## src/rtl/matrix_cfg_switch_pkg.sv

```systemverilog
// Shared types and constants for the runtime-configurable switch matrix.
package matrix_pkg;

  localparam int SEL_NONE     = 0;
  localparam int COMMIT_CNT_W = 8;

  typedef enum logic [1:0] {
    IDLE   = 2'd0,
    COMMIT = 2'd1,
    CLEAR  = 2'd2
  } state_t;

  // Select code 0 means undriven, so codes run 0..n and need one extra value.
  function automatic int sel_w(input int n);
    return $clog2(n + 1);
  endfunction

endpackage

```

## src/rtl/matrix_cfg_switch_if.sv

```systemverilog
// Configuration, status and readback bus of the switch matrix.
interface matrix_cfg_switch_if
  import matrix_pkg::*;
#(
  parameter int N_WIRES = 18,
  parameter int SEL_W   = sel_w(N_WIRES),
  parameter int AW      = $clog2(N_WIRES)
) ();

  logic                    cfg_valid;
  logic                    cfg_ready;
  logic [AW-1:0]           cfg_addr;
  logic [SEL_W-1:0]        cfg_sel;
  logic                    cfg_commit;
  logic                    cfg_clear;
  logic                    cfg_busy;
  logic                    cfg_err;
  logic                    cfg_err_sticky;
  logic [COMMIT_CNT_W-1:0] commit_cnt;
  logic [AW-1:0]           rd_addr;
  logic [SEL_W-1:0]        rd_sel;

  modport master (
    output cfg_valid, cfg_addr, cfg_sel, cfg_commit, cfg_clear, rd_addr,
    input  cfg_ready, cfg_busy, cfg_err, cfg_err_sticky, commit_cnt, rd_sel
  );

  modport slave (
    input  cfg_valid, cfg_addr, cfg_sel, cfg_commit, cfg_clear, rd_addr,
    output cfg_ready, cfg_busy, cfg_err, cfg_err_sticky, commit_cnt, rd_sel
  );

endinterface

```

## src/rtl/matrix_cfg_switch_route_mux.sv

```systemverilog
// One routing track: picks the source track named by its select code.
module matrix_route_mux
  import matrix_pkg::*;
#(
  parameter int N_WIRES = 18,
  parameter int SEL_W   = sel_w(N_WIRES)
) (
  input  logic [SEL_W-1:0]   sel,
  input  logic [N_WIRES-1:0] wire_in,
  output logic               out,
  output logic               oe
);

  // Out-of-range codes never reach the active bank, so they simply drive 0.
  always_comb begin
    out = 1'b0;
    oe  = (sel != SEL_W'(SEL_NONE));
    for (int k = 0; k < N_WIRES; k++) begin
      if (int'(sel) == k + 1) begin
        out = wire_in[k];
      end
    end
  end

endmodule

```

## src/rtl/matrix_cfg_switch.sv

```systemverilog
// Runtime-configurable switch matrix: shadow/active select banks with
// atomic commit, sequential clear, registered readback and per-track routing.
module matrix_cfg_switch
  import matrix_pkg::*;
#(
  parameter int N_WIRES = 18,
  parameter int SEL_W   = sel_w(N_WIRES),
  parameter int AW      = $clog2(N_WIRES),
  parameter bit OUT_REG = 1'b0
) (
  input  logic               clk,
  input  logic               rst_n,
  matrix_cfg_switch_if.slave cfg,
  input  logic [N_WIRES-1:0] wire_in,
  output logic [N_WIRES-1:0] wire_out,
  output logic [N_WIRES-1:0] wire_oe
);

  state_t                  state, state_nx;
  logic [SEL_W-1:0]        shadow [N_WIRES];
  logic [SEL_W-1:0]        active [N_WIRES];
  logic [AW-1:0]           idx;
  logic                    ready_q, err_q, sticky_q;
  logic [COMMIT_CNT_W-1:0] cnt_q;
  logic [SEL_W-1:0]        rd_q;
  logic                    accept, bad_write, do_write, rejected;
  logic [N_WIRES-1:0]      mux_out, mux_oe;

  // ready_q is only ever high in IDLE, so accept implies IDLE.
  always_comb begin
    accept    = cfg.cfg_valid && ready_q;
    bad_write = (int'(cfg.cfg_addr) >= N_WIRES) ||
                (int'(cfg.cfg_sel) > N_WIRES) ||
                (int'(cfg.cfg_sel) == int'(cfg.cfg_addr) + 1);
    do_write  = accept && !cfg.cfg_clear && !bad_write;
    rejected  = accept && !cfg.cfg_clear && bad_write;
    state_nx  = state;
    case (state)
      IDLE: begin
        if (cfg.cfg_clear)       state_nx = CLEAR;
        else if (cfg.cfg_commit) state_nx = COMMIT;
      end
      COMMIT:  state_nx = IDLE;
      CLEAR:   if (idx == AW'(N_WIRES - 1)) state_nx = IDLE;
      default: state_nx = IDLE;
    endcase
  end

  always_ff @(posedge clk or negedge rst_n) begin
    if (!rst_n) begin
      state    <= IDLE;
      ready_q  <= 1'b0;
      err_q    <= 1'b0;
      sticky_q <= 1'b0;
      cnt_q    <= '0;
      idx      <= '0;
    end else begin
      state   <= state_nx;
      ready_q <= (state_nx == IDLE);
      err_q   <= rejected;
      if (state == CLEAR && state_nx == IDLE) sticky_q <= 1'b0;
      else if (rejected)                      sticky_q <= 1'b1;
      if (state == COMMIT) cnt_q <= cnt_q + 1'b1;
      if (state == IDLE)       idx <= '0;
      else if (state == CLEAR) idx <= idx + 1'b1;
    end
  end

  always_ff @(posedge clk or negedge rst_n) begin
    if (!rst_n) begin
      for (int i = 0; i < N_WIRES; i++) begin
        shadow[i] <= '0;
        active[i] <= '0;
      end
      rd_q <= '0;
    end else begin
      if (do_write)       shadow[cfg.cfg_addr] <= cfg.cfg_sel;
      if (state == CLEAR) shadow[idx] <= '0;
      if (state == COMMIT) begin
        for (int i = 0; i < N_WIRES; i++) active[i] <= shadow[i];
      end
      rd_q <= (int'(cfg.rd_addr) < N_WIRES) ? active[cfg.rd_addr] : '0;
    end
  end

  assign cfg.cfg_ready      = ready_q;
  assign cfg.cfg_busy       = (state != IDLE);
  assign cfg.cfg_err        = err_q;
  assign cfg.cfg_err_sticky = sticky_q;
  assign cfg.commit_cnt     = cnt_q;
  assign cfg.rd_sel         = rd_q;

  for (genvar g = 0; g < N_WIRES; g++) begin : g_track
    matrix_route_mux #(.N_WIRES(N_WIRES), .SEL_W(SEL_W)) u_mux (
      .sel     (active[g]),
      .wire_in (wire_in),
      .out     (mux_out[g]),
      .oe      (mux_oe[g])
    );
  end

  if (OUT_REG) begin : g_out_reg
    always_ff @(posedge clk or negedge rst_n) begin
      if (!rst_n) begin
        wire_out <= '0;
        wire_oe  <= '0;
      end else begin
        wire_out <= mux_out;
        wire_oe  <= mux_oe;
      end
    end
  end else begin : g_out_comb
    assign wire_out = mux_out;
    assign wire_oe  = mux_oe;
  end

endmodule
```

## src/flat_wrapper.sv

```systemverilog
// flat-port wrapper written by rule: the top's interface ports become plain ports
module matrix_cfg_switch_flat import matrix_pkg::*;
#(
  parameter int N_WIRES = 18,
  parameter int SEL_W   = sel_w(N_WIRES),
  parameter int AW      = $clog2(N_WIRES),
  parameter bit OUT_REG = 1'b0
)
  (clk, rst_n, wire_in, wire_out, wire_oe, cfg_cfg_valid, cfg_cfg_addr, cfg_cfg_sel, cfg_cfg_commit, cfg_cfg_clear, cfg_rd_addr, cfg_cfg_ready, cfg_cfg_busy, cfg_cfg_err, cfg_cfg_err_sticky, cfg_commit_cnt, cfg_rd_sel);
  matrix_cfg_switch_if #(.N_WIRES(N_WIRES), .SEL_W(SEL_W), .AW(AW)) cfg_i ();
  input  logic clk;
  input  logic rst_n;
  input  logic [N_WIRES-1:0] wire_in;
  output logic [N_WIRES-1:0] wire_out;
  output logic [N_WIRES-1:0] wire_oe;
  input wire logic [$bits(cfg_i.cfg_valid)-1:0] cfg_cfg_valid;
  input wire logic [$bits(cfg_i.cfg_addr)-1:0] cfg_cfg_addr;
  input wire logic [$bits(cfg_i.cfg_sel)-1:0] cfg_cfg_sel;
  input wire logic [$bits(cfg_i.cfg_commit)-1:0] cfg_cfg_commit;
  input wire logic [$bits(cfg_i.cfg_clear)-1:0] cfg_cfg_clear;
  input wire logic [$bits(cfg_i.rd_addr)-1:0] cfg_rd_addr;
  output wire logic [$bits(cfg_i.cfg_ready)-1:0] cfg_cfg_ready;
  output wire logic [$bits(cfg_i.cfg_busy)-1:0] cfg_cfg_busy;
  output wire logic [$bits(cfg_i.cfg_err)-1:0] cfg_cfg_err;
  output wire logic [$bits(cfg_i.cfg_err_sticky)-1:0] cfg_cfg_err_sticky;
  output wire logic [$bits(cfg_i.commit_cnt)-1:0] cfg_commit_cnt;
  output wire logic [$bits(cfg_i.rd_sel)-1:0] cfg_rd_sel;
  assign cfg_i.cfg_valid = cfg_cfg_valid;
  assign cfg_i.cfg_addr = cfg_cfg_addr;
  assign cfg_i.cfg_sel = cfg_cfg_sel;
  assign cfg_i.cfg_commit = cfg_cfg_commit;
  assign cfg_i.cfg_clear = cfg_cfg_clear;
  assign cfg_i.rd_addr = cfg_rd_addr;
  assign cfg_cfg_ready = cfg_i.cfg_ready;
  assign cfg_cfg_busy = cfg_i.cfg_busy;
  assign cfg_cfg_err = cfg_i.cfg_err;
  assign cfg_cfg_err_sticky = cfg_i.cfg_err_sticky;
  assign cfg_commit_cnt = cfg_i.commit_cnt;
  assign cfg_rd_sel = cfg_i.rd_sel;
  matrix_cfg_switch #(.N_WIRES(N_WIRES), .SEL_W(SEL_W), .AW(AW), .OUT_REG(OUT_REG)) u_core (.clk(clk), .rst_n(rst_n), .cfg(cfg_i), .wire_in(wire_in), .wire_out(wire_out), .wire_oe(wire_oe));
endmodule
```

## config.mk

```make
export PLATFORM = sky130hd
export DESIGN_NAME = matrix_cfg_switch_flat
export DESIGN_NICKNAME = d
export VERILOG_FILES = /design/src/rtl/matrix_cfg_switch_pkg.sv /design/src/rtl/matrix_cfg_switch_if.sv /design/src/rtl/matrix_cfg_switch_route_mux.sv /design/src/rtl/matrix_cfg_switch.sv /design/src/flat_wrapper.sv
export SDC_FILE = /design/constraint.sdc
export NUM_CORES = 1
export LEC_CHECK = 0
export CAP_MARGIN = 0
export CORE_UTILIZATION = 40
export CTS_CLUSTER_DIAMETER = 150
export DETAILED_ROUTE_END_ITERATION = 12
export GPL_ROUTABILITY_DRIVEN = 1
export PLACE_DENSITY = 0.66
export SLEW_MARGIN = 0
export SYNTH_ARGS = -nofsm -noshare
export SYNTH_HDL_FRONTEND = slang
export SYNTH_SLANG_ARGS = --single-unit
```

## constraint.sdc

```tcl
create_clock -name clk -period 3.47 [get_ports clk]
set_clock_uncertainty 0.2 [all_clocks]
set_input_delay 0.694 -clock clk [delete_from_list [all_inputs] [get_ports clk]]
set_output_delay 0.694 -clock clk [all_outputs]
set_load 0.01 [all_outputs]
```

---- Word-level counts from Yosys, hierarchy flattened ----
Index checks and enable logic that the tools add are counted.
operators by class
  add/sub/neg operators ................... 3
  magnitude comparators ................... 8
  equality and inequality tests ........... 328
  multiplexer cells ....................... 343
  bitwise logic cells ..................... 5
  reductions and logical operators ........ 34
operators by type and width
  operator                                                    count
  equality test 5 bit, second input constant                  199
  equality test 5 x 4 -> 1 bit, second input constant         72
  two-way mux 1 bit                                           326
  equality test 5 x 3 -> 1 bit, second input constant         36
  two-way mux 90 bit                                          2
  AND 90 bit                                                  1
  bitwise mux 90 bit                                          1
  equality test 5 x 2 -> 1 bit, second input constant         18
  inverter 90 bit                                             1
  nonzero test 5 bit                                          18
  demux 5 bit (select 5 bit)                                  2
  two-way mux 5 bit                                           7
  equality test 6 x 32 -> 1 bit                               1
  binary-select mux 5 bit (select 5 bit)                      1
  >= comparator 6 bit, second input constant                  3
  inverter 5 -> 6 bit                                         3
  less-than comparator 6 x 1 -> 1 bit, second input constant  2
  adder 8 x 1 -> 8 bit, second input constant                 1
  logical AND 1 bit                                           7
  adder 5 x 1 -> 6 bit, second input constant                 1
  two-way mux 2 bit                                           3
  nonzero test 2 bit                                          3
  adder 5 x 1 -> 5 bit, second input constant                 1
  >= comparator 5 bit, second input constant                  1
  8 further kinds                                             11
storage, ports and cells
  register bits ........................... 203
  bits of input ports ..................... 38
  output and inout port bits .............. 53

---- Longest topological paths before layout ----
Gate-level depths: netlist (run 1).
  depth in word-level cells ............... 19
  mapped depth ............................ 8

---- Hierarchy ----
From an unflattened synthesis (run 1), not the netlist that was laid out.
second synthesis, totals
  cell total of the unflattened synthesis .. 1506
  area total of the unflattened synthesis .. 14661.6 um^2
modules (own cells, without submodules)
  module             times used  cells each  area an instance (um^2)  seq. area each (um^2)
  matrix_cfg_switch  1           804         9594.2                   5079.9
  matrix_route_mux   18          39          281.5                    0.0

---- Least setup slack after synthesis (run 1) ----
No wires, ideal clock.
  kind .................................... input to output
  start point ............................. input wire_in[16]
  end point ............................... output wire_out[17]
  data arrival time ....................... 2077 ps
  required time ........................... 2576 ps
  path slack .............................. 499 ps
  cell stages on the path ................. 7
  path through ............................ clkbuf_1 -> a211o_1 -> nand3_1 -> o21ai_0 -> mux4_2 -> a22o_1 -> buf_4
on the way
  word-level cells in the longest chain between the ends .. 2
RTL lines
  what                             RTL line                           RTL
  from (decl)                      flat_wrapper.sv:13                 input logic [N_WIRES-1:0] wire_in;
  two-way mux 1 bit (2 in series)  matrix_cfg_switch_route_mux.sv:19  if (int'(sel) == k + 1) begin
  to (decl)                        flat_wrapper.sv:14                 output logic [N_WIRES-1:0] wire_out;
Every way passes these cells.

---- Worst setup path after layout (run 1) ----
  start point ............................. input wire_in[4]
  end point ............................... output wire_out[12]
on the way
  word-level cells in the longest chain between the ends .. 14
RTL lines
  what                              RTL line
  two-way mux 1 bit (14 in series)  matrix_cfg_switch_route_mux.sv:19
Every way passes these cells.

==> results of run 1 <==
-- flip-flops by register name, summed over array words and instances, names as in the netlist, 2 cells and up --
register               cells
u_core.active             90
u_core.cfg.commit_cnt      8
u_core.cfg.rd_sel          5
u_core.idx                 5
u_core.shadow             90
u_core.state               2
-- stage by stage --
stage / hold WS (ns) / instance area [sq um] / std cells
2_1_floorplan: 0.198 / 13900 / 1600
3_3_place_gp: 0.246 / 15500 / 2079
3_5_place_dp: 0.253 / 15500 / 2079
4_1_cts: 0.0244 / 16300 / 2119
5_1_grt: 0.0441 / 16300 / 2119
6_report: 0.00147 / 16300 / 2119
-- path summary, 6_finish.rpt --
path	from	endpoint	slack, ns	cells past startpoint
max	wire_in[4]	wire_out[12]	0.0008	7
min	rst_n	u_core.shadow[74]$_DFF_PN0_	0.001	1
max reg2reg	u_core.state[1]$_DFF_PN0_	u_core.shadow[78]$_DFF_PN0_	0.97	4
min reg2reg	u_core.shadow[69]$_DFF_PN0_	u_core.active[69]$_DFFE_PN0N_	0.27	2
max in group asynchronous	rst_n	u_core.shadow[47]$_DFF_PN0_	2.22	2
min in group clk	u_core.shadow[69]$_DFF_PN0_	u_core.active[69]$_DFFE_PN0N_	0.27	2
-- layer usage --
layer	vias up	track usage	wire (microns)
li1	5744	-	-
met1	6183	0.377	20200
met2	621	0.372	19500
met3	73	0.0487	4160
met4	0	0.0841	1320
met5	-	0	0
-- synth_stat cells, types with 20 or more instances --
library cell  count  area share
nor2_1           67       0.018
nor2b_1          25       0.011
mux2i_1          79       0.057
clkbuf_1        121       0.033
a21oi_1          53       0.019
o21ai_0          97       0.035
nand3_1          65       0.023
o22ai_1          20      0.0090
a21boi_0         23       0.012
dfrtp_1         203        0.37
nor3_1           24      0.0087
mux4_2           65        0.11
nand4_1          33       0.015
inv_1            34      0.0092
nand2_1         404        0.11
buf_4            37       0.020
-- final cells by class --
class	instances	area, sq um	area share
clock buffer	34	667	0.0410
clock inverter	5	78.8	0.00484
inverter	34	128	0.00784
multi-input combinational	1181	7850	0.482
sequential	203	5090	0.312
tap	448	561	0.0344
timing repair buffer	214	1910	0.117
-- cells in the final DEF (no fill, tap or decap), types with 9 or more instances in the layout --
cell type and count:
inv_1 34, o31ai_1 14, nand2b_1 12, nor2_1 67, dlygate4sd2_1 25, nor3_1 24
buf_4 109, a21boi_0 23, mux4_2 65, nand3b_1 15, nand2_1 404, o22ai_1 20
nand4_1 33, dfrtp_1 198, mux2i_1 79, clkdlybuf4s50_1 53, a31oi_1 11, a211oi_1 12
ha_1 9, nand3_1 65, clkbuf_16 23, o21ai_0 95, nor2b_1 24, nor3b_1 9
a21oi_1 50
-- worst max-delay path: stages --
cell and delay [ns]:
dlygate4sd2_1 0.30, buf_12 0.18, mux4_2 0.44, mux4_2 0.50
a21oi_2 0.15, a21oi_1 0.06, clkdlybuf4s15_1 0.25
-- power breakdown --
| part | internal [mW] | switching (mW) |
|---|---|---|
| sequential | 2.79 | 0.623 |
| combinational | 1.23 | 1.35 |
| clock | 1.47 | 0.961 |
-- timing repair --
action / 4_1_cts / 5_1_grt
setup buffers: 0 / 0
pin swaps: 4 / 2
cloned: 1 / 0
endpoints found under the setup margin: 18 / 10
endpoints found under the hold margin: 0 / 0
resized for setup: 56 / 17
-- kinds of logic (layout without fill, tap and decap cells) --
| logic type | after synthesis | after routing | share of synthesized area |
|---|---|---|---|
| flip-flops | 203 | 203 | 0.367 |
| multiplexers | 152 | 152 | 0.169 |
| buffers and inverters | 216 | 287 | 0.0696 |
| AND/OR/NAND/NOR | 698 | 698 | 0.229 |
| AO/OA/AOI/OAI | 307 | 307 | 0.145 |
| adder cells (fa/ha/maj) | 9 | 9 | 0.00813 |
| XOR/XNOR | 15 | 15 | 0.0116 |
==> metrics.md, run 1 <==
| Metric | Value |
|---|---|
| RePlAce Congestion | `a little under 1` |
| Startpoint types | `input port` |
| Initial Utilization | `0.410` |
| Synth Flop Type | `dfrtp_1` |
| Buffers on Ports | `90` |
| CP Data Required Time | `around 2.6 ns` |
| DRC violations left | `0` |
| WL final | `45200 microns` |
| Global-route wire length before repair | `roughly 70000 microns` |
| Post-synthesis cell count | `1600` |
| Yosys reg bits | `203` |
| Post-synth EDFFs | `0` |
| Clock root cell | `clkbuf_16` |
| Total design power | `between 8 and 9 mW` |
| Part of the cycle the worst path needs | `1.00` |
| Overflow after GRT | `0` |
| CTS max path bufs | `3` |
| GRT Util Overall | `0.255` |
| Via/cell ratio | `roughly 6.0` |
| DR iter-0 viols | `approximately 1300` |
| CP Data Arrival Time | `2.58 ns` |
| Worst Tran Pin Value | `roughly 1 ns` |
| Final setup fails | `0` |
| Asr flop ratio synth | `1.00` |
| Synth Area per Inst | `approximately 8.7 sq um` |
| Final WS setup | `between 0.0007 and 0.0008 ns` |
| Min Clock Period, post-route | `approximately 3.5 ns` |
| Sequential share of the synthesized area | `0.367` |
| I/O pin total | `91` |
| N_diodes | `0` |
| Post-Synthesis Net Count | `approximately 1600` |
| Vias | `~13000` |
| Vias in the first global route | `~12000` |
| Pleak | `between 6 and 7 nW` |
| TritonCTS Buffers | `23` |
| Post-DP HPWL | `roughly 32000 microns` |
| Post-DRT Antenna Nets | `0` |
| Crit Path Class | `input port to output port` |
| Die height | `between 150 and 200 microns` |
| Largest net degree at the start of global routing | `96` |
| Netlist cell types | `76` |
| Final Hold Fails | `0` |
| Hold buffers post-CTS | `0` |
| Fill cells | `around 3200` |
| Std-Cell Rows | `between 60 and 70` |
| Max frequency | `288 MHz` |
| CP Max Fanout | `16` |
| Layout area overhead | `17.5%` |
| Crit. End Element | `output port` |
| Post-layout util | `0.482` |
| Die area | `approximately 0.035 sq mm` |
| Placeable Area | `approximately 0.034 sq mm` |
| Nets | `1704` |
| Total negative slack | `0 ns` |
| Die X-Extent | `roughly 190 microns` |
| First-pass iteration count of the detailed router | `5` |
| Post-Place Setup Slack | `-0.517 ns` |
| Max cap viols | `0` |
| Slew margin rel. | `0.327` |
| Status | `completed` |
| Clock transition at path regs | `around 0.06 ns` |
| Initial antenna violation count | `0` |
| Post-Syn Area | `0.0139 sq mm` |
| Hold Crit Class | `input port to asynchronous set/reset pin` |
| Layout cells sized above 1 | `0.162` |
| CTS tree | `yes` |
| Clock sinks | `203` |
| Number of synthesis warnings | `0` |
| Peak supply drop | `0.314 mV` |
| Slew Limit Fails | `0` |
| Pwr per Cell Area | `517 mW/mm^2` |
| Routed WL per cell | `roughly 21 microns` |
| H-tree depth | `1` |
| Worst skew pair latency | `approximately 0.5 ns` |
Note: power is estimated with default switching activity, not from simulation.
==> run 2: changes to the inputs <==
--- a/config.mk
+++ b/config.mk
@@ -6,6 +6,7 @@
 export NUM_CORES = 1
 export LEC_CHECK = 0
 export CAP_MARGIN = 0
+export CORE_ASPECT_RATIO = 0.5
 export CORE_UTILIZATION = 40
 export CTS_CLUSTER_DIAMETER = 150
 export DETAILED_ROUTE_END_ITERATION = 12
==> metrics.md, run 2 (synthesized netlist as in run 1, its figures left out) <==
| Metric | Value |
|---|---|
| H-tree depth | `1` |
| N_diodes | `0` |
| Crit. End Element | `output port` |
| Die X-Extent | `approximately 270 microns` |
| Post-DP HPWL | `34700 microns` |
| Slew margin rel. | `0.392` |
| Die area | `0.0354 sq mm` |
| Largest net degree at the start of global routing | `around 80` |
| Multi-input gate area | `a little under 0.008 sq mm` |
| Hold Crit Class | `input port to asynchronous set/reset pin` |
| Commonest cells after routing, fill and taps aside | `nand2_1, dfrtp_1, buf_4` |
| Max frequency | `a little under 300 MHz` |
| Worst Tran Pin Value | `0.903 ns` |
| TritonCTS Buffers | `22` |
| First-pass iteration count of the detailed router | `5` |
| I/O pin total | `91` |
| Crit Path Class | `input port to output port` |
| Global-route wire length before repair | `around 73000 microns` |
| Placeable Area | `0.0336 sq mm` |
| Total design power | `about 8.4 mW` |
| CTS max path bufs | `3` |
| WL final | `47400 microns` |
| Final non-filler cell total | `~2100` |
| Final setup fails | `0` |
| CTS tree | `yes` |
| Layout area overhead | `18.3%` |
| Layout cells sized above 1 | `0.177` |
| Min Clock Period, post-route | `between 3 and 4 ns` |
| Vias in the first global route | `about 12000` |
| Clock root cell | `clkbuf_16` |
| Placed Cells | `2096` |
| FF/Latch Area | `approximately 0.005 sq mm` |
| Die height | `between 100 and 150 microns` |
| Clock sinks | `approximately 200` |
| Pleak | `6.99 nW` |
| Max cap viols | `0` |
| Initial antenna violation count | `0` |
| CP Data Arrival Time | `between 2 and 3 ns` |
| CP Data Required Time | `between 2 and 3 ns` |
| Violated checks | `hold timing` |
| RePlAce Congestion | `between 1 and 1.5` |
| Buffers on Ports | `90` |
| Nets | `approximately 1700` |
| Worst skew pair latency | `between 0.5 and 0.6 ns` |
| Slew Limit Fails | `0` |
| Part of the cycle the worst path needs | `0.993` |
| Fin Hold WS | `-0.0157 ns` |
| Overflow after GRT | `0` |
| Final Hold Fails | `8` |
| Status | `finished, violations left` |
| Routed WL per cell | `22.2 microns` |
| Pwr per Cell Area | `approximately 500 mW/mm^2` |
| Via/cell ratio | `roughly 6.0` |
| DRC violations left | `0` |
| Startpoint types | `input port` |
| RSZ-0062 raised after global routing | `no` |
| Worst stage delay on the critical path | `roughly 0.48 ns` |
| Most common cell after layout, fill and taps aside | `nand2_1` |
| Post-DRT Antenna Nets | `0` |
| Initial Utilization | `0.413` |
| CP Max Fanout | `11` |
| GRT Util Overall | `0.267` |
| Clock transition at path regs | `~0.060 ns` |
| Std-Cell Rows | `47` |
| Fill cells | `about 3100` |
| Vias | `roughly 13000` |
| Critical-path top delay cell | `mux4_2` |
| Hold buffers post-CTS | `0` |
| Peak supply drop | `approximately 0.38 mV` |
| DR iter-0 viols | `~1800` |
| Critical path, cell by cell | `dlygate4sd2_1 > buf_6 > mux4_2 > mux4_2 > nand2b_1 > nand2_1 > dlygate4sd2_1` |
## run 2: cell types whose count changed in the layout (fill, tap and decap cells not counted), sizes merged
cell / delta
buf: +5
bufinv: -1
clkbuf: -7
clkdlybuf4s15: +4
clkinv: +6
clkinvlp: +3
dlygate4sd2: -6
## run 2: worst paths after layout
kind / startpoint / endpoint / slack [ns] / depth (start not counted)
min in group clk: u_core.shadow[83]$_DFF_PN0_ / u_core.active[83]$_DFFE_PN0N_ / 0.28 / 2
worst min-delay path: rst_n / u_core.cfg.commit_cnt[5]$_DFFE_PN0N_ / -0.02 / 1
worst max register to register: u_core.state[1]$_DFF_PN0_ / u_core.shadow[9]$_DFF_PN0_ / 0.98 / 5
worst min register to register: u_core.shadow[83]$_DFF_PN0_ / u_core.active[83]$_DFFE_PN0N_ / 0.28 / 2
worst max-delay path: wire_in[3] / wire_out[9] / 0.03 / 7
max in group asynchronous: rst_n / u_core.active[10]$_DFFE_PN0N_ / 2.26 / 2
## run 2: what timing repair did
item                                    in CTS  in global routing
pin swaps                                    8                  6
setup buffers                                6                  0
endpoints found under the hold margin        0                  0
gates resized for setup                     75                 30
endpoints found under the setup margin      18                 14
## run 2: through the flow
step | instance area (sq um) | worst slack [ns] | setup TNS (ns) | utilization | hold slack (ns)
3_3_place_gp | 15500 | -0.540 | -7.23 | 0.463 | 0.253
3_5_place_dp | 15500 | -0.529 | -7.37 | 0.463 | 0.262
4_1_cts | 16400 | 0.00137 | 0 | 0.487 | 0.0116
2_1_floorplan | 13900 | 0.499 | 0 | - | 0.198
5_1_grt | 16400 | 0.00193 | 0 | 0.488 | 0.0400
6_report | 16400 | 0.0259 | 0 | 0.488 | -0.0157
## run 2: final cells by class
| class | instances | share of cell area |
|---|---|---|
| clock buffer | 26 | 0.0363 |
| inverter | 34 | 0.00778 |
| clock inverter | 13 | 0.00771 |
| timing repair buffer | 218 | 0.120 |
| multi-input combinational | 1181 | 0.482 |
| tap | 465 | 0.0355 |
| sequential | 203 | 0.311 |
## run 2: layer usage
layer	track usage	share of wire	up-vias	wire (microns)
met5	0	0	-	0
met4	0.0591	0.020	0	959
met3	0.0932	0.13	74	6230
met2	0.364	0.40	695	19200
met1	0.401	0.44	6262	21100
li1	-	-	5756	-
## run 2: critical path, delay by kind of cell
family | cells | cell delay, ns
buffers and inverters | 3 | 0.76
muxes | 2 | 0.95
and+or+nand+nor | 2 | 0.14
## run 2: power by group
group | total, mW | internal [mW] | switching (mW)
clock | 2.39 | 1.32 | 1.07
combinational | 2.58 | 1.24 | 1.34
sequential | 3.45 | 2.79 | 0.658
total | 8.41 | 5.34 | 3.07
